`src/rtl/cpu_register_reader.sv`:
```
// rtl/cpu_register_reader.sv - streams a wrapping range of register-file reads over valid/ready
module cpu_register_reader #(
    parameter int NUMBER_OF_REGISTERS = 8,
    parameter int DATA_WIDTH          = 4,
    localparam int AW = (NUMBER_OF_REGISTERS > 1) ? $clog2(NUMBER_OF_REGISTERS) : 1
) (
    input  logic                         clock_in,
    input  logic                         reset_in,
    input  logic                         start_in,
    input  logic [AW-1:0]                start_address_in,
    input  logic [AW:0]                  count_in,
    output logic [AW-1:0]                read_register_address_out,
    input  logic signed [DATA_WIDTH-1:0] read_data_in,
    output logic signed [DATA_WIDTH-1:0] data_out,
    output logic [AW-1:0]                address_out,
    output logic                         last_out,
    output logic                         valid_out,
    input  logic                         ready_in,
    output logic                         busy_out,
    output logic                         done_out
);

    typedef enum logic [1:0] {
        IDLE   = 2'd0,
        STREAM = 2'd1,
        DONE   = 2'd2
    } state_t;

    state_t                       state_q;
    logic [AW-1:0]                ptr_q;
    logic [AW:0]                  rem_q;
    logic signed [DATA_WIDTH-1:0] data_q;
    logic [AW-1:0]                addr_q;
    logic                         last_q;
    logic                         valid_q;

    logic [AW-1:0]                ptr_d;
    logic [AW:0]                  rem_d;
    logic                         load;
    logic                         start_oob;

    // Explicit wrap compare so non-power-of-two register counts wrap correctly.
    assign ptr_d     = (ptr_q == AW'(NUMBER_OF_REGISTERS - 1)) ? '0 : ptr_q + AW'(1);
    assign rem_d     = rem_q - (AW+1)'(1);
    assign start_oob = (int'(start_address_in) >= NUMBER_OF_REGISTERS);
    // Load a new element whenever the output slot is empty or being drained this cycle.
    assign load      = (state_q == STREAM) && (rem_q != '0) && (!valid_q || ready_in);

    always_ff @(posedge clock_in or negedge reset_in) begin
        if (!reset_in) begin
            state_q <= IDLE;
            ptr_q   <= '0;
            rem_q   <= '0;
            data_q  <= '0;
            addr_q  <= '0;
            last_q  <= 1'b0;
            valid_q <= 1'b0;
        end else begin
            case (state_q)
                IDLE: begin
                    if (start_in) begin
                        if (count_in != '0) begin
                            ptr_q   <= start_oob ? '0 : start_address_in;
                            rem_q   <= count_in;
                            state_q <= STREAM;
                        end else begin
                            state_q <= DONE;
                        end
                    end
                end
                STREAM: begin
                    if (load) begin
                        data_q  <= read_data_in;
                        addr_q  <= ptr_q;
                        last_q  <= (rem_q == (AW+1)'(1));
                        valid_q <= 1'b1;
                        ptr_q   <= ptr_d;
                        rem_q   <= rem_d;
                    end else if (valid_q && ready_in) begin
                        valid_q <= 1'b0;
                        if (last_q) begin
                            last_q  <= 1'b0;
                            state_q <= DONE;
                        end
                    end
                end
                DONE: begin
                    state_q <= IDLE;
                end
                default: begin
                    state_q <= IDLE;
                end
            endcase
        end
    end

    assign read_register_address_out = (state_q == STREAM) ? ptr_q : '0;
    assign data_out    = data_q;
    assign address_out = addr_q;
    assign last_out    = last_q;
    assign valid_out   = valid_q;
    assign busy_out    = (state_q != IDLE);
    assign done_out    = (state_q == DONE);

endmodule

```
`config.mk`:
```
export PLATFORM = sky130hd
export DESIGN_NAME = cpu_register_reader
export DESIGN_NICKNAME = d
export VERILOG_FILES = /design/src/rtl/cpu_register_reader.sv
export SDC_FILE = /design/constraint.sdc
export NUM_CORES = 1
export LEC_CHECK = 0
export BUFFER_PORTS_ARGS = -buffer_cell sky130_fd_sc_hd__buf_4
export CORE_MARGIN = 2
export CORE_UTILIZATION = 39
export CTS_CLUSTER_DIAMETER = 120
export DETAILED_ROUTE_END_ITERATION = 12
export GPL_TIMING_DRIVEN = 0
export REMOVE_ABC_BUFFERS = 1
export SLEW_MARGIN = 20
export SYNTH_ARGS = -nofsm -noshare
export SYNTH_HDL_FRONTEND = slang
export SYNTH_SLANG_ARGS = --single-unit
```
`constraint.sdc`:
```
create_clock -name clock_in -period 2.6 [get_ports clock_in]
set_clock_uncertainty 0.2 [all_clocks]
set_input_delay 0.39 -clock clock_in [delete_from_list [all_inputs] [get_ports clock_in]]
set_output_delay 0.39 -clock clock_in [all_outputs]
set_load 0.02 [all_outputs]
```
# Word-level counts from Yosys, hierarchy flattened
# Cells that the tools add are included.
# totals
regBits,18
latchBits,0
ram_bits,0
rom_bits,0
input_bits,15
out_inout_bits,14
word_cells,53
mem_count,0
# op_classes
n_addsub,2
n_mul,0
div_mod_pow,0
magnitude_cmp,0
eq_ne,10
n_shift,0
n_mux,19
bitwise_logic,0
reduce_logical,15
# op_table
op,count
$mux 3,5
$mux 4,3
$ne 2x2->1 const B,6
$mux 2,5
$pmux 4 s2,1
$reduce_and 4->1,2
$reduce_bool 4->1,2
$pmux 3 s2,1
$reduce_bool 2->1,3
$eq 4x1->1 const B,1
$pmux 2 s2,1
$reduce_and 2->1,2
$sub 4x1->4 const B,1
$add 3x1->3 const B,1
$eq 3x3->1 const B,1
$logic_and 1x1->1,3
$mux 1,3
$eq 2x1->1 const B,1
$eq 2x2->1 const B,1
$logic_not 2->1,1
$logic_not 1->1,1
$logic_or 1x1->1,1

# Longest topological paths before layout
# logic_depth
word_depth,5
ltp_mapped,7
depth_no_buf,6

# Worst setup path before layout
# OpenSTA, ideal clock, no wires.
# synth_path
path_kind,register to register
from,reg rem_q[0]
to,reg ptr_q[0]
setup_time_ns,0.128
t_arrival_ns,1.753
t_required_ns,2.272
path_slack_ns,0.519
path_stages_with_launch,8
path_buffers,1
synth_period_minus_slack_ns,2.081
path_cell_list,dfrtp_1 -> inv_1 -> ha_1 -> or3b_1 -> and3_4 -> buf_6 -> nor2_8 -> mux2_1
# synth_via
elab_chain_len,5
# synth_lines
element,line_no,rtl
from (decl),31,logic [AW:0] rem_q;
from (signal assigned),64,rem_q <= count_in;
from (signal assigned),78,rem_q <= rem_d;
$reduce_bool 4->1,47,assign load = (state_q == STREAM) && (rem_q != '0) && (!valid_q || ready_in);
$logic_and 1x1->1 (2 in a row),47,
$ne 2x2->1 (no source line),--,
$reduce_and 4->1 (no source line),--,
to (signal assigned),63,ptr_q <= start_oob ? '0 : start_address_in;
to (signal assigned),77,ptr_q <= ptr_d;
to (decl),30,logic [AW-1:0] ptr_q;
# No other way between the ends.
# A chain may end at the register's enable or synchronous reset.

# Worst setup path after layout
# layout_path
from,reg state_q[0]
to,out read_register_address_out[2]
# layout_via
elab_chain_len,2
# layout_lines
element,line_no,rtl
from (decl),29,state_t state_q;
from (signal assigned),51,state_q <= IDLE;
from (signal assigned),65,state_q <= STREAM;
from (signal assigned),67,state_q <= DONE;
$eq 2x1->1,97,assign read_register_address_out = (state_q == STREAM) ? ptr_q : '0;
$mux 3,97,
to (decl),12,"output logic [AW-1:0] read_register_address_out,"
# No other way between the ends.

==> results.md <==
- Outcome: completed
- Max Transition Viols Final: 0
- Fmax: roughly 0.45 GHz
- Setup bufs post-CTS: 0
- Relative slew slack: 57.39%
- Total wire length: 2074 um
- Ranking of synthesized cells by area: dfrtp_1 (45%), mux2_2 (7.9%), ha_1 (5.0%), nand2_1 (3.4%), mux2_1 (3.4%)
- CTS tree: yes
- Fin nets: between 100 and 150
- Worst R2R Start: state_q[0]
- Vias post-DR: 784
- Top FF cell, synth: dfrtp_1
- Period utilization: 84.89%
- Vias in the first global route: between 700 and 800
- Switch share: between 40% and 50%
- Antenna violations before repair: 0
- Initial cell density of the core: 40.57%
- Average size of a mapped cell: 10.83 um2
- Fin crit period: approximately 2.2 ns
- First-pass GRT wire length: 3346 um
- Worst-path clk slew: 0.11 ns
- DR iter-0 viols: 4
- CP cell instances: nor2b_1, and2_1, buf_4
- Unrepaired setup endpoints after global routing: false
- Net Sw Power: slightly above 0.7 mW
- Synth Instances: 92
- Final GP Congestion: 0.7185
- Wire length per cell: roughly 14 um
- Hold_sp: read_data_in[3]
- Core area: approximately 2500 um2
- Largest area contributor in the netlist: dfrtp_1
- Worst-skew pair later-pin latency: around 0.3 ns
- Post-synthesis sequential area ratio: 45.23%
- Sequential cell fraction of total power: between 30% and 40%
- Die width: 54.54 um
- Synth top cells by count: dfrtp_1 (18), nand2_1 (9), mux2_2 (7)
- CTS sink cnt: 18
- Pre-Repair DR Iteration Count: 4
- Leakage: between 0.6 and 0.7 nW
- Die span in y: 54.54 um
- Final Total Pwr: 1.692 mW
- Critical path capture point type: output port
- Fraction of layout cells with a size suffix above 1: 35.25%
- Largest net degree at the start of global routing: 19
- Final setup fails: 0
- Yosys top cell area share: between 40% and 50%
- GRT Util Overall: 16.42%
- Max stage delay on crit path: 0.51 ns
- Max Cap Viol: 0
- Logic pwr share: between 50% and 60%
- Die area: 2974 um2
- Arrival @ worst endpoint: 1.62 ns
- CP Data Required Time: about 2 ns
- CP Depth: 3
- Clock share of power: 10.5%
- Final core occ: between 50% and 60%
- Pwr dens: 1332 nW/um2
- Synth Warn #: 0
- HPWL Detailed: 1557 um
- CP bufs+invs: 1
- Num rows: 18
- Worst-path fanout max: 10
- Post-Syn Area: 996.0 um2
- Endpoints failing hold: 0
- Post-route setup TNS: 0 ns
- Synth unique cells: 36
- FF+latch count, synth: 18
- Worst setup SP type: flop
- Root Driver: clkbuf_4
- # diodes: 0
- Internal Power: ~0.97 mW
- Clock tree buffer depth: 2
- Grt ovf: 0
- Critical path class: flop to output port
- H-tree depth: 1
- Hold Crit Depth: 2
- IO Port Bufs: 28
- Vias per cell: approximately 5.2
- Slew @ Worst Pin: 0.6332 ns
- # IOs: 29
- TritonCTS Buffers: 3
- Worst setup path start: state_q[0]
- Top-count cell post-synth: dfrtp_1
- Maximum vdd drop: 0.6350 mV
- Hold crit path type: primary input to flop
- Number of synthesized flops with an enable pin: 0
- ANT nets after route: 0
- Residual DRC count: 0
- Cell family with most CP delay: simple AND/OR/NAND/NOR gates
- CP max stage cell: nor2b_1
- Fillers: 256
- Cell depth of the worst flop-to-flop path: 4
- Area Growth Syn to Fin: 27.51%
- Ys async rst share: 100.0%
==> logic make-up after synthesis <==
logic type / after synthesis / synth area share (%)
AND/OR/NAND/NOR: 38 / 23.87
multiplexers: 11 / 12.31
AO/OA/AOI/OAI: 15 / 10.43
adder cells (fa/ha/maj): 4 / 5.025
buffers and inverters: 6 / 3.140
flip-flops: 18 / 45.23
==> metrics by stage <==
step	instances	hold WS [ns]	area (um2)	setup WS, ns
CTS	152	0.1028	1270	0.3712
global placement	147	0.07395	1224	0.4002
global route	152	0.09421	1270	0.1585
detailed placement	147	0.07566	1224	0.4195
finish	152	0.1089	1270	0.3929
floorplan	89	-0.1056	975.9	0.5952
==> power groups by stage <==
stage	clock (mW)	combinational (mW)	sequential, mW
after detailed placement	0	0.986	0.547
after CTS	0.185	0.990	0.541
after global placement	0	0.970	0.540
final	0.178	0.972	0.541
after global routing	0.196	1.09	0.564
after floorplan	0	0.615	0.598
==> flip-flops by register name, indices dropped and copies added, names as in the netlist <==
signal	cells
data_out	4
ptr_q	3
rem_q	4
last_out	1
address_out	3
state_q	2
valid_out	1
==> worst reg2reg max path: stages (launching register included) <==
cell	delay [ns]
dfrtp_1	0.45
nor2b_1	0.51
nand3_1	0.37
or4_1	0.50
nand3_1	0.10
==> cells in the final DEF (no fill, tap or decap), drive strengths merged <==
cell          n
inv           3
o21ai         1
nand4         1
and2          3
nor3b         3
o2bb2ai       2
nand4b        1
o31ai         2
buf          28
a21o          2
nand3         3
nand2b        1
or4           1
o22ai         2
a31o          1
mux2         10
a22oi         2
clkbuf        4
or2           1
nor4          1
nor2b         2
dlygate4sd3   1
dfrtp        18
nor3          2
a21oi         3
and3          1
or3           1
or3b          1
ha            4
nand2         9
or2b          1
nor2          6
mux2i         1
==> layout make-up <==
class                   instances  area (um2)  share of cell area [%]
repair buffers                 29       220.2                   17.34
clock buffers                   4       36.28                   2.857
multi-input cells              68       514.2                   40.49
flip-flops and latches         18       450.4                   35.47
well taps                      30       37.54                   2.956
inverters                       3       11.26                  0.8867
==> final timing paths <==
kind / to / slack, ns
setup / recovery: read_register_address_out[2] / 0.39
hold / removal: data_out[3] / 0.11
setup reg to reg: rem_q[0] / 0.42
hold reg to reg: address_out[0] / 0.32
max in group asynchronous: ptr_q[2] / 1.73
min in group asynchronous: state_q[1] / 0.27
==> routing by layer <==
metal  GRT usage (%)  vias to the layer above  routed length (um)
li1                -                      390                   -
met1           19.35                      370                 889
met2           26.71                       20                1015
met3           4.098                        4                 111
met4           10.00                        0                  58
met5               0                        -                   0
==> what timing repair did <==
action,in CTS,in global routing
gates resized for setup,0,0
hold buffers,1,0
hold endpoints to repair,18,0
No activity file was read; power rests on OpenSTA's default activity.
